===== config.mk =====
export PLATFORM = sky130hd
export DESIGN_NAME = div_unit_flat
export DESIGN_NICKNAME = d
export VERILOG_FILES = /design/src/rtl/div_pkg.sv /design/src/rtl/div_unit_if.sv /design/src/rtl/div_unit.sv /design/src/flat_wrapper.sv
export SDC_FILE = /design/constraint.sdc
export NUM_CORES = 1
export LEC_CHECK = 0
export ABC_AREA = 0
export ABC_CLOCK_PERIOD_IN_PS = 12900
export CAP_MARGIN = 20
export CORE_ASPECT_RATIO = 1.2
export CORE_UTILIZATION = 50
export CTS_BUF_LIST = sky130_fd_sc_hd__clkbuf_4
export CTS_CLUSTER_DIAMETER = 40
export DETAILED_ROUTE_END_ITERATION = 10
export PLACE_DENSITY = 0.71
export REMOVE_ABC_BUFFERS = 1
export SLEW_MARGIN = 5
export SYNTH_ARGS = -nofsm -noshare
export SYNTH_HDL_FRONTEND = slang
export SYNTH_SLANG_ARGS = --single-unit

===== constraint.sdc =====
create_clock -name CLK -period 12.9 [get_ports CLK]
set_input_delay 1.935 -clock CLK [delete_from_list [all_inputs] [get_ports CLK]]
set_output_delay 1.935 -clock CLK [all_outputs]
set_load 0.01 [all_outputs]

===== src/rtl/div_pkg.sv =====
// Shared types and constants for the iterative RV32M divider.
package div_pkg;

  typedef enum logic [1:0] {
    IDLE = 2'd0,
    BUSY = 2'd1,
    DONE = 2'd2
  } state_t;

  // funct3[1:0]: bit 1 selects remainder, bit 0 selects unsigned.
  localparam logic [1:0] OP_DIV  = 2'b00;
  localparam logic [1:0] OP_DIVU = 2'b01;
  localparam logic [1:0] OP_REM  = 2'b10;
  localparam logic [1:0] OP_REMU = 2'b11;

  localparam logic [31:0] DIV0_QUOT = 32'hFFFF_FFFF;
  localparam logic [31:0] INT_MIN   = 32'h8000_0000;

endpackage


===== src/rtl/div_unit_if.sv =====
// Request/result handshake bundle between the operand read stage, the divider and writeback.
interface div_unit_if #(
  parameter int XLEN    = 32,
  parameter int RADDR_W = 5
);
  logic               START;
  logic [1:0]         OP;
  logic [XLEN-1:0]    OPERAND_A;
  logic [XLEN-1:0]    OPERAND_B;
  logic [RADDR_W-1:0] RD_IN;
  logic               FLUSH;
  logic               READY;
  logic               BUSY;
  logic               RESULT_VALID;
  logic               RESULT_READY;
  logic [XLEN-1:0]    RESULT;
  logic [RADDR_W-1:0] RD_OUT;

  modport master (
    output START, OP, OPERAND_A, OPERAND_B, RD_IN, FLUSH, RESULT_READY,
    input  READY, BUSY, RESULT_VALID, RESULT, RD_OUT
  );

  modport slave (
    input  START, OP, OPERAND_A, OPERAND_B, RD_IN, FLUSH, RESULT_READY,
    output READY, BUSY, RESULT_VALID, RESULT, RD_OUT
  );
endinterface


===== src/rtl/div_unit.sv =====
// Restoring radix-2 divider for DIV/DIVU/REM/REMU: one quotient bit per cycle,
// divide-by-zero and signed overflow resolved in the accept cycle.
module div_unit
  import div_pkg::*;
#(
  parameter int XLEN    = 32,
  parameter int RADDR_W = 5
) (
  input  logic     CLK,
  input  logic     RST_N,
  div_unit_if.slave bus
);

  localparam int CNT_W = $clog2(XLEN);

  state_t             r_state;
  state_t             w_state_next;
  logic [CNT_W-1:0]   r_cnt;
  logic [1:0]         r_op;
  logic [RADDR_W-1:0] r_rd;
  logic [XLEN-1:0]    r_rem;
  logic [XLEN-1:0]    r_quot;
  logic [XLEN-1:0]    r_div;
  logic [XLEN-1:0]    r_result;
  logic               r_neg_q;
  logic               r_neg_r;

  logic               w_signed;
  logic               w_a_neg;
  logic               w_b_neg;
  logic [XLEN-1:0]    w_a_abs;
  logic [XLEN-1:0]    w_b_abs;
  logic               w_div0;
  logic               w_ovf;
  logic [XLEN-1:0]    w_special_res;
  logic               w_accept;
  logic [XLEN:0]      w_shift;
  logic [XLEN:0]      w_diff;
  logic               w_qbit;
  logic [XLEN-1:0]    w_rem_nx;
  logic [XLEN-1:0]    w_quot_nx;
  logic [XLEN-1:0]    w_fix_res;
  logic               w_last;

  // Operand conditioning and special-case detection for the accept cycle.
  assign w_signed = ~bus.OP[0];
  assign w_a_neg  = w_signed & bus.OPERAND_A[XLEN-1];
  assign w_b_neg  = w_signed & bus.OPERAND_B[XLEN-1];
  assign w_a_abs  = w_a_neg ? -bus.OPERAND_A : bus.OPERAND_A;
  assign w_b_abs  = w_b_neg ? -bus.OPERAND_B : bus.OPERAND_B;
  assign w_div0   = (bus.OPERAND_B == '0);
  assign w_ovf    = w_signed && (bus.OPERAND_A == INT_MIN) && (bus.OPERAND_B == DIV0_QUOT);
  assign w_accept = (r_state == IDLE) && bus.START && !bus.FLUSH;

  assign w_special_res = w_div0 ? (bus.OP[1] ? bus.OPERAND_A : DIV0_QUOT)
                                : (bus.OP[1] ? '0 : INT_MIN);

  // One restoring step: shift in the next dividend bit and keep the difference if it fits.
  assign w_shift   = {r_rem, r_quot[XLEN-1]};
  assign w_diff    = w_shift - {1'b0, r_div};
  assign w_qbit    = ~w_diff[XLEN];
  assign w_rem_nx  = w_qbit ? w_diff[XLEN-1:0] : w_shift[XLEN-1:0];
  assign w_quot_nx = {r_quot[XLEN-2:0], w_qbit};
  assign w_last    = (r_cnt == CNT_W'(XLEN-1));

  assign w_fix_res = r_op[1] ? (r_neg_r ? -w_rem_nx  : w_rem_nx)
                             : (r_neg_q ? -w_quot_nx : w_quot_nx);

  always_ff @(posedge CLK or negedge RST_N) begin
    if (!RST_N) r_state <= IDLE;
    else        r_state <= w_state_next;
  end

  always_comb begin
    // NOTE: every output of this block gets a default first so no path can infer a latch.
    w_state_next     = r_state;
    bus.READY        = 1'b0;
    bus.BUSY         = 1'b0;
    bus.RESULT_VALID = 1'b0;
    unique case (r_state)
      IDLE: begin
        bus.READY = 1'b1;
        if (bus.START) w_state_next = (w_div0 || w_ovf) ? DONE : BUSY;
      end
      BUSY: begin
        bus.BUSY = 1'b1;
        if (w_last) w_state_next = DONE;
      end
      DONE: begin
        bus.RESULT_VALID = 1'b1;
        if (bus.RESULT_READY) w_state_next = IDLE;
      end
      default: w_state_next = IDLE;
    endcase
    if (bus.FLUSH) w_state_next = IDLE;
  end

  // NOTE: datapath registers are plain flops, not a memory, so all of them take the async reset.
  always_ff @(posedge CLK or negedge RST_N) begin
    if (!RST_N) begin
      // NOTE: sequential state uses non-blocking assignments so every flop samples pre-edge values.
      r_cnt    <= '0;
      r_op     <= '0;
      r_rd     <= '0;
      r_rem    <= '0;
      r_quot   <= '0;
      r_div    <= '0;
      r_result <= '0;
      r_neg_q  <= 1'b0;
      r_neg_r  <= 1'b0;
    end else if (bus.FLUSH) begin
      r_cnt <= '0;
    end else if (w_accept) begin
      r_op    <= bus.OP;
      r_rd    <= bus.RD_IN;
      r_rem   <= '0;
      r_quot  <= w_a_abs;
      r_div   <= w_b_abs;
      r_neg_q <= w_a_neg ^ w_b_neg;
      r_neg_r <= w_a_neg;
      r_cnt   <= '0;
      if (w_div0 || w_ovf) r_result <= w_special_res;
    end else if (r_state == BUSY) begin
      r_rem  <= w_rem_nx;
      r_quot <= w_quot_nx;
      r_cnt  <= r_cnt + CNT_W'(1);
      if (w_last) r_result <= w_fix_res;
    end
  end

  assign bus.RESULT = r_result;
  assign bus.RD_OUT = r_rd;

endmodule


===== src/flat_wrapper.sv =====
// flat-port wrapper written by rule: the top's interface ports become plain ports
module div_unit_flat import div_pkg::*;
#(
  parameter int XLEN    = 32,
  parameter int RADDR_W = 5
)
  (CLK, RST_N, bus_START, bus_OP, bus_OPERAND_A, bus_OPERAND_B, bus_RD_IN, bus_FLUSH, bus_RESULT_READY, bus_READY, bus_BUSY, bus_RESULT_VALID, bus_RESULT, bus_RD_OUT);
  div_unit_if #(.XLEN(XLEN), .RADDR_W(RADDR_W)) bus_i ();
  input  logic CLK;
  input  logic RST_N;
  input wire logic [$bits(bus_i.START)-1:0] bus_START;
  input wire logic [$bits(bus_i.OP)-1:0] bus_OP;
  input wire logic [$bits(bus_i.OPERAND_A)-1:0] bus_OPERAND_A;
  input wire logic [$bits(bus_i.OPERAND_B)-1:0] bus_OPERAND_B;
  input wire logic [$bits(bus_i.RD_IN)-1:0] bus_RD_IN;
  input wire logic [$bits(bus_i.FLUSH)-1:0] bus_FLUSH;
  input wire logic [$bits(bus_i.RESULT_READY)-1:0] bus_RESULT_READY;
  output wire logic [$bits(bus_i.READY)-1:0] bus_READY;
  output wire logic [$bits(bus_i.BUSY)-1:0] bus_BUSY;
  output wire logic [$bits(bus_i.RESULT_VALID)-1:0] bus_RESULT_VALID;
  output wire logic [$bits(bus_i.RESULT)-1:0] bus_RESULT;
  output wire logic [$bits(bus_i.RD_OUT)-1:0] bus_RD_OUT;
  assign bus_i.START = bus_START;
  assign bus_i.OP = bus_OP;
  assign bus_i.OPERAND_A = bus_OPERAND_A;
  assign bus_i.OPERAND_B = bus_OPERAND_B;
  assign bus_i.RD_IN = bus_RD_IN;
  assign bus_i.FLUSH = bus_FLUSH;
  assign bus_i.RESULT_READY = bus_RESULT_READY;
  assign bus_READY = bus_i.READY;
  assign bus_BUSY = bus_i.BUSY;
  assign bus_RESULT_VALID = bus_i.RESULT_VALID;
  assign bus_RESULT = bus_i.RESULT;
  assign bus_RD_OUT = bus_i.RD_OUT;
  div_unit #(.XLEN(XLEN), .RADDR_W(RADDR_W)) u_core (.CLK(CLK), .RST_N(RST_N), .bus(bus_i));
endmodule

==> results of run 1 <==
## cells in the final DEF (no fill, tap or decap), drive strengths merged, types with 7 or more instances in the layout
cell,Yosys,routed
a21oi,86,86
nor2b,8,8
o31ai,26,26
ha,39,39
nor4,18,18
nor2,116,116
nand2,185,185
xor2,58,58
nand3,22,22
buf,16,17
mux2i,20,20
o221ai,12,12
clkbuf,59,17
or4,12,12
nand4,24,24
a31oi,15,15
dfrtp,143,143
o41ai,16,16
o21ai,205,205
or3,11,11
o22ai,8,8
clkdlybuf4s50,0,114
and2,16,16
a21o,12,12
xnor2,69,69
inv,56,64
nand2b,18,18
nor3,28,28
a22oi,37,37
o211ai,12,12
a22o,7,7
a211oi,14,14
## stage by stage
step           total power [W]  instances  utilization [%]
2_1_floorplan          0.00193       1384                -
3_3_place_gp           0.00248       1792             57.1
3_5_place_dp           0.00248       1792             57.1
4_1_cts                0.00281       1824             58.5
5_1_grt                0.00306       1827             58.7
6_report               0.00285       1828             58.7
## flip-flops by register name, indices dropped and copies added, names as in the netlist
signal and cells:
u_core.r_div 32, u_core.r_rem 32, u_core.r_neg_r 1, u_core.bus.RD_OUT 5
u_core.r_state 2, u_core.r_neg_q 1, u_core.bus.RESULT 32, u_core.r_cnt 5
u_core.r_op 1, u_core.r_quot 32
## layer usage
metal | GRT usage [%] | vias to the layer above | share of wire, %
met4 | 13.0 | 0 | 3.2
li1 | - | 5510 | -
met1 | 48.4 | 5650 | 43
met5 | 0 | - | 0
met3 | 3.82 | 71 | 7.6
met2 | 53.9 | 569 | 46
## cell type report
class                      instances  area share (%)
antenna                            2          0.0378
multi-input combinational       1185            56.5
inverter                          56            1.59
tap                              279            2.64
clock inverter                    15            1.28
timing repair buffer             131            9.92
clock buffer                      17           0.965
sequential                       143            27.1
## kinds of logic (layout without fill, tap and decap cells)
group / Yosys count / in the layout / synth area share (%)
XOR/XNOR: 127 / 127 / 9.63
adder cells (fa/ha/maj): 40 / 40 / 4.40
AND/OR/NAND/NOR: 487 / 487 / 20.0
flip-flops: 143 / 143 / 31.0
buffers and inverters: 131 / 219 / 4.46
AO/OA/AOI/OAI: 507 / 507 / 28.4
multiplexers: 24 / 24 / 2.16
other: 0 / 2 / 0
## power breakdown
part           internal, W  switching (W)
logic             0.000649        0.00122
clock network     0.000106       0.000212
registers         0.000542       0.000129
total              0.00130        0.00156
## tightest hold or removal path, stage by stage, from the launching register on
cell	delay, ns
dfrtp_1	0.37
nand2_1	0.05
nand2_1	0.05
## path summary, 6_finish.rpt
kind | start | endpoint | slack [ns] | cells past startpoint
max in group asynchronous | RST_N | u_core.bus.RESULT[7]$_DFFE_PN0P_ | 10.44 | 3
setup reg to reg | u_core.r_quot[31]$_DFFE_PN0P_ | u_core.bus.RESULT[24]$_DFFE_PN0P_ | 6.77 | 20
hold / removal | u_core.bus.RESULT[2]$_DFFE_PN0P_ | u_core.bus.RESULT[2]$_DFFE_PN0P_ | 0.49 | 2
setup / recovery | u_core.r_quot[31]$_DFFE_PN0P_ | u_core.bus.RESULT[24]$_DFFE_PN0P_ | 6.77 | 20
hold reg to reg | u_core.bus.RESULT[2]$_DFFE_PN0P_ | u_core.bus.RESULT[2]$_DFFE_PN0P_ | 0.49 | 2
min in group asynchronous | RST_N | u_core.bus.RD_OUT[1]$_DFFE_PN0P_ | 1.31 | 1
==> flow_summary.json, run 1 <==
{
  "outcome": "complete, no violations",
  "antenna_found_initial": 1,
  "clock-sinks": 143,
  "grt_pass1_wl_um": 62800,
  "p_leak_nw": 5.38,
  "post-route-period-util_pct": 47.5,
  "rows": 60,
  "numCtsBuffers": 17,
  "holdBufCountCts": 0,
  "max_slew_margin_pct": 30.7,
  "ys_warn_count": 0,
  "port_buffers": 115,
  "drv_slew": 0,
  "worstPathArrival_ns": 6.58,
  "cts_setup_buffers": 0,
  "critPathMaxStageDelay_ns": 0.71,
  "yosys-top-cells-count": "o21ai_0 (195), nand2_1 (185), dfrtp_1 (143)",
  "vias": 11800,
  "io_pins": 116,
  "setup_viol": 0,
  "path_class": "register to register",
  "fmax_mhz": 163,
  "num-fill-cells": 2114,
  "clk-insertion-delay-late_ns": 0.59,
  "drt-total-wl_um": 39400,
  "period_minus_slack_ns": 6.13,
  "whs_ns": 0.487,
  "powerDensity_nw_per_um2": 216,
  "crit_slowest_cell": "nor2_4",
  "fp.coreArea_um2": 22500,
  "wl_per_cell_um": 21.6,
  "gp_congestion": 0.976,
  "netlist.area_leader.share_pct": 31.0,
  "worstMarginPinSlew_ns": 1.04,
  "start_util_pct": 51.3,
  "area_growth_pct": 14.5,
  "syn_area_per_cell_um2": 7.92,
  "drt_first_pass_iters": 7,
  "setup_ws_ns": 6.77,
  "synthCells": 1459,
  "synth_seq_area_share_pct": 31.0,
  "cap_violations": 0,
  "grt_remaining_overflow": 0,
  "cts_tree": "yes",
  "synthArstFlopShare_pct": 100,
  "grt_use_total_pct": 34.3,
  "htreeDepth": 4,
  "synth_cell_types": 82,
  "fin_setup_tns_ns": 0,
  "multi_input_area_um2": 7470,
  "dp_hpwl_um": 30200,
  "crit_chain": "inv_1, ha_1, fa_1, nand2b_1, a211o_1, a21oi_2, o211a_1, nor3_2, nor2_4, inv_2, a21oi_1, ha_1, inv_1, nor3_1, nand3_1, o21ai_0, o221ai_1, or4_1, o311ai_1, o311ai_1",
  "drc": 0,
  "cp_top_family": "compound AO/OA/AOI/OAI gates",
  "cts_resized": 0,
  "end_kind": "register",
  "path_clk_slew_ns": 0.16,
  "skew_ns": 0.0404,
  "peakVddDrop_uv": 90.5,
  "synthFlopType": "dfrtp_1",
  "synth_edf_count": 0,
  "required_ns": 13.35,
  "die_x_um": 141,
  "viasPerCell": 6.46,
  "synth.ff_latch_count": 143,
  "nNetsFinal": 1650,
  "grt_pass1_vias": 11168,
  "placed_area_um2": 12900,
  "synth.most_common_cell": "o21ai_0",
  "finalHoldViolations": 0,
  "ys_top_cells_by_area": "dfrtp_1 (31%), o21ai_0 (8.4%), nand2_1 (6.0%), xnor2_1 (5.2%), xor2_1 (4.4%)",
  "drtIter0Drc": 1167,
  "start_kind": "register",
  "die_area_um2": 23700,
  "cts-root-buf": "clkbuf_4",
  "syn_area_um2": 11600,
  "preCtsSetupSlack_ns": 6.90,
  "yosys.area.top_type": "dfrtp_1",
  "hp-class": "register to register",
  "drive_gt1_share_pct": 5.49,
  "seqCellArea_um2": 3580,
  "die_y_um": 169,
  "antenna_left": 0,
  "grt_max_degree": 100,
  "fin_area_um2": 13200,
  "rsz0062_at_grt": "no",
  "cts_buffer_depth": 2,
  "path_buf_inv": 3,
  "critPathMaxFanout": 33
}
Power figures use the tool's default switching activity.
==> run 2: changes to the inputs <==
--- a/config.mk
+++ b/config.mk
@@ -6,14 +6,14 @@
 export NUM_CORES = 1
 export LEC_CHECK = 0
 export ABC_AREA = 0
-export ABC_CLOCK_PERIOD_IN_PS = 12900
+export ABC_CLOCK_PERIOD_IN_PS = 4900
 export CAP_MARGIN = 20
 export CORE_ASPECT_RATIO = 1.2
 export CORE_UTILIZATION = 50
 export CTS_BUF_LIST = sky130_fd_sc_hd__clkbuf_4
 export CTS_CLUSTER_DIAMETER = 40
 export DETAILED_ROUTE_END_ITERATION = 10
-export PLACE_DENSITY = 0.71
+export PLACE_DENSITY = 0.74
 export REMOVE_ABC_BUFFERS = 1
 export SLEW_MARGIN = 5
 export SYNTH_ARGS = -nofsm -noshare
==> constraint.sdc (replaced) <==
create_clock -name CLK -period 4.9 [get_ports CLK]
set_input_delay 0.735 -clock CLK [delete_from_list [all_inputs] [get_ports CLK]]
set_output_delay 0.735 -clock CLK [all_outputs]
set_load 0.01 [all_outputs]
==> run 2 against run 1 <==
Sequential power increased to 2.6 times the previous value. Final area is 1.8% higher. Die area stayed put. Combinational power grew to 2.7 times the previous value. Global-route usage shrank 0.44 points. Wire length up 0.42%. Register-to-register slack got worse by 6.5 ns. Via count is 1.4% higher. Critical path depth down 7. Fmax is 33% higher. Utilization increased by 1.0 points. Non-clock buffer count up 33.
==> flow_summary.json, run 2 (synthesis gave the netlist of run 1 again) <==
{
  "final_common_cell": "o21ai_0",
  "cts-root-buf": "clkbuf_4",
  "end_kind": "register",
  "multi_input_area_um2": 7500,
  "nNetsFinal": 1683,
  "die_y_um": 169,
  "drtIter0Drc": 1167,
  "fmax_mhz": 217,
  "required_ns": 5.37,
  "holdBufCountCts": 0,
  "post-route-period-util_pct": 93.8,
  "powerDensity_nw_per_um2": 568,
  "die_area_um2": 23700,
  "die_x_um": 141,
  "critPathMaxFanout": 7,
  "placed_area_um2": 13100,
  "cts_tree": "yes",
  "viasPerCell": 6.43,
  "worstPathArrival_ns": 5.06,
  "preCtsSetupSlack_ns": 0.315,
  "io_pins": 116,
  "port_buffers": 115,
  "start_kind": "register",
  "reg2reg_to": "u_core.bus.RESULT[26]$_DFFE_PN0P_",
  "grt_use_total_pct": 33.8,
  "area_growth_pct": 16.5,
  "final_cells": 1860,
  "path_class": "register to register",
  "seqCellArea_um2": 3580,
  "antenna_left": 0,
  "outcome": "complete, no violations",
  "worstMarginPinSlew_ns": 0.963,
  "r2r_cells": 13,
  "crit_slowest_cell": "or4b_1",
  "drt-total-wl_um": 39600,
  "fin_area_um2": 13500,
  "skew_ns": 0.0360,
  "cts_buffer_depth": 2,
  "drc": 0,
  "critPathMaxStageDelay_ns": 0.73,
  "drv_slew": 0,
  "rsz0062_at_grt": "yes",
  "grt_pass1_wl_um": 62400,
  "setup_viol": 0,
  "power_w": 0.00764,
  "dp_hpwl_um": 30200,
  "finalHoldViolations": 0,
  "cap_violations": 0,
  "start_util_pct": 51.3,
  "num-fill-cells": 2077,
  "drt_first_pass_iters": 8,
  "r2r_start": "u_core.r_div[0]$_DFFE_PN0P_",
  "fp.coreArea_um2": 22500,
  "hp-class": "input port to async pin",
  "period_minus_slack_ns": 4.60,
  "clock-sinks": 143,
  "htreeDepth": 4,
  "drive_gt1_share_pct": 7.97,
  "path_clk_slew_ns": 0.17,
  "numCtsBuffers": 17,
  "wl_per_cell_um": 21.3,
  "crit_chain": "ha_1, fa_1, nand2b_1, a211o_1, a2111oi_1, nor2_1, xnor2_1, a2111oi_2, a32oi_1, or4b_1, or4_1, a21oi_1, o31ai_1",
  "final_util_pct": 59.8,
  "peakVddDrop_uv": 289,
  "max_slew_margin_pct": 35.8,
  "setup_ws_ns": 0.302,
  "grt_remaining_overflow": 0,
  "mostFrequentLayoutCells": "o21ai_0 (194), nand2_1 (184), dfrtp_1 (142), nor2_1 (114), clkdlybuf4s50_1 (114)",
  "p_leak_nw": 5.52,
  "grt_max_degree": 66,
  "place_inst": 1825,
  "antenna_found_initial": 1,
  "vias": 11961,
  "gp_congestion": 1.02,
  "rows": 60,
  "clk-insertion-delay-late_ns": 0.60,
  "r2r_slack_ns": 0.30,
  "grt_pass1_vias": 11280
}
==> run 2: cell count changes in the layout (fill, tap and decap cells not counted), sizes merged <==
cell,change
buf,+33
clkinv,+1
clkinvlp,+1
diode,-1
inv,-2
==> run 2: layout make-up <==
| cell class | instances | area share [%] |
|---|---|---|
| Tap cell | 279 | 2.59 |
| Clock buffer | 17 | 0.948 |
| Inverter | 56 | 1.56 |
| Timing Repair Buffer | 164 | 11.4 |
| Clock inverter | 15 | 1.14 |
| Multi-Input combinational cell | 1185 | 55.7 |
| Antenna cell | 1 | 0.0186 |
| Sequential cell | 143 | 26.6 |
==> run 2: power by group <==
| group | switching [W] | internal, W | total [W] |
|---|---|---|---|
| Sequential | 0.000333 | 0.00143 | 0.00176 |
| Combinational | 0.00323 | 0.00184 | 0.00507 |
| Clock | 0.000539 | 0.000270 | 0.000808 |
==> run 2: timing repair <==
item | 4_1_cts | 5_1_grt
endpoints found under the setup margin | 0 | 2
gates resized for setup | 0 | 10
setup buffers | 0 | 2
==> run 2: worst max-delay path, delay by kind of cell, from the launching register on <==
| family | cells | cell delay, ns |
|---|---|---|
| AOI/OAI and AO/OA | 6 | 1.78 |
| xor gates and xnor gates | 1 | 0.17 |
| adders and majority gates | 2 | 0.65 |
| DFF | 1 | 0.41 |
| and+or+nand+nor | 4 | 1.47 |
==> run 2: metrics by stage <==
step / TNS [ns] / hold slack (ns)
6_report: 0 / 0.101
5_1_grt: -0.0340 / 0.121
4_1_cts: 0 / 0.105
3_5_place_dp: 0 / 0.466
3_3_place_gp: 0 / 0.459
2_1_floorplan: -6.96 / 0.439
==> run 2: how the worst max path moves through the flow <==
| stage | startpoint | to | slack, ns |
|---|---|---|---|
| final | u_core.r_div[0]$_DFFE_PN0P_ | u_core.bus.RESULT[26]$_DFFE_PN0P_ | 0.30 |
| after CTS | u_core.r_rem[22]$_DFFE_PN0P_ | u_core.bus.RESULT[24]$_DFFE_PN0P_ | 0.27 |
| after detailed placement | u_core.r_rem[22]$_DFFE_PN0P_ | u_core.bus.RESULT[24]$_DFFE_PN0P_ | 0.31 |
| after global placement | u_core.r_div[0]$_DFFE_PN0P_ | u_core.bus.RESULT[24]$_DFFE_PN0P_ | 0.41 |
| after floorplan | bus_FLUSH | u_core.r_quot[10]$_DFFE_PN0P_ | -0.20 |
| after global routing | u_core.r_div[0]$_DFFE_PN0P_ | u_core.bus.RESULT[24]$_DFFE_PN0P_ | -0.03 |
==> run 2: layer usage <==
metal  vias to the layer above  track usage, %  part of all wire, %
li1                       5565               -                    -
met1                      5776            46.6                   43
met2                       541            54.3                   46
met3                        79            5.37                  7.8
met4                         0            11.1                  3.0
met5                         -               0                    0
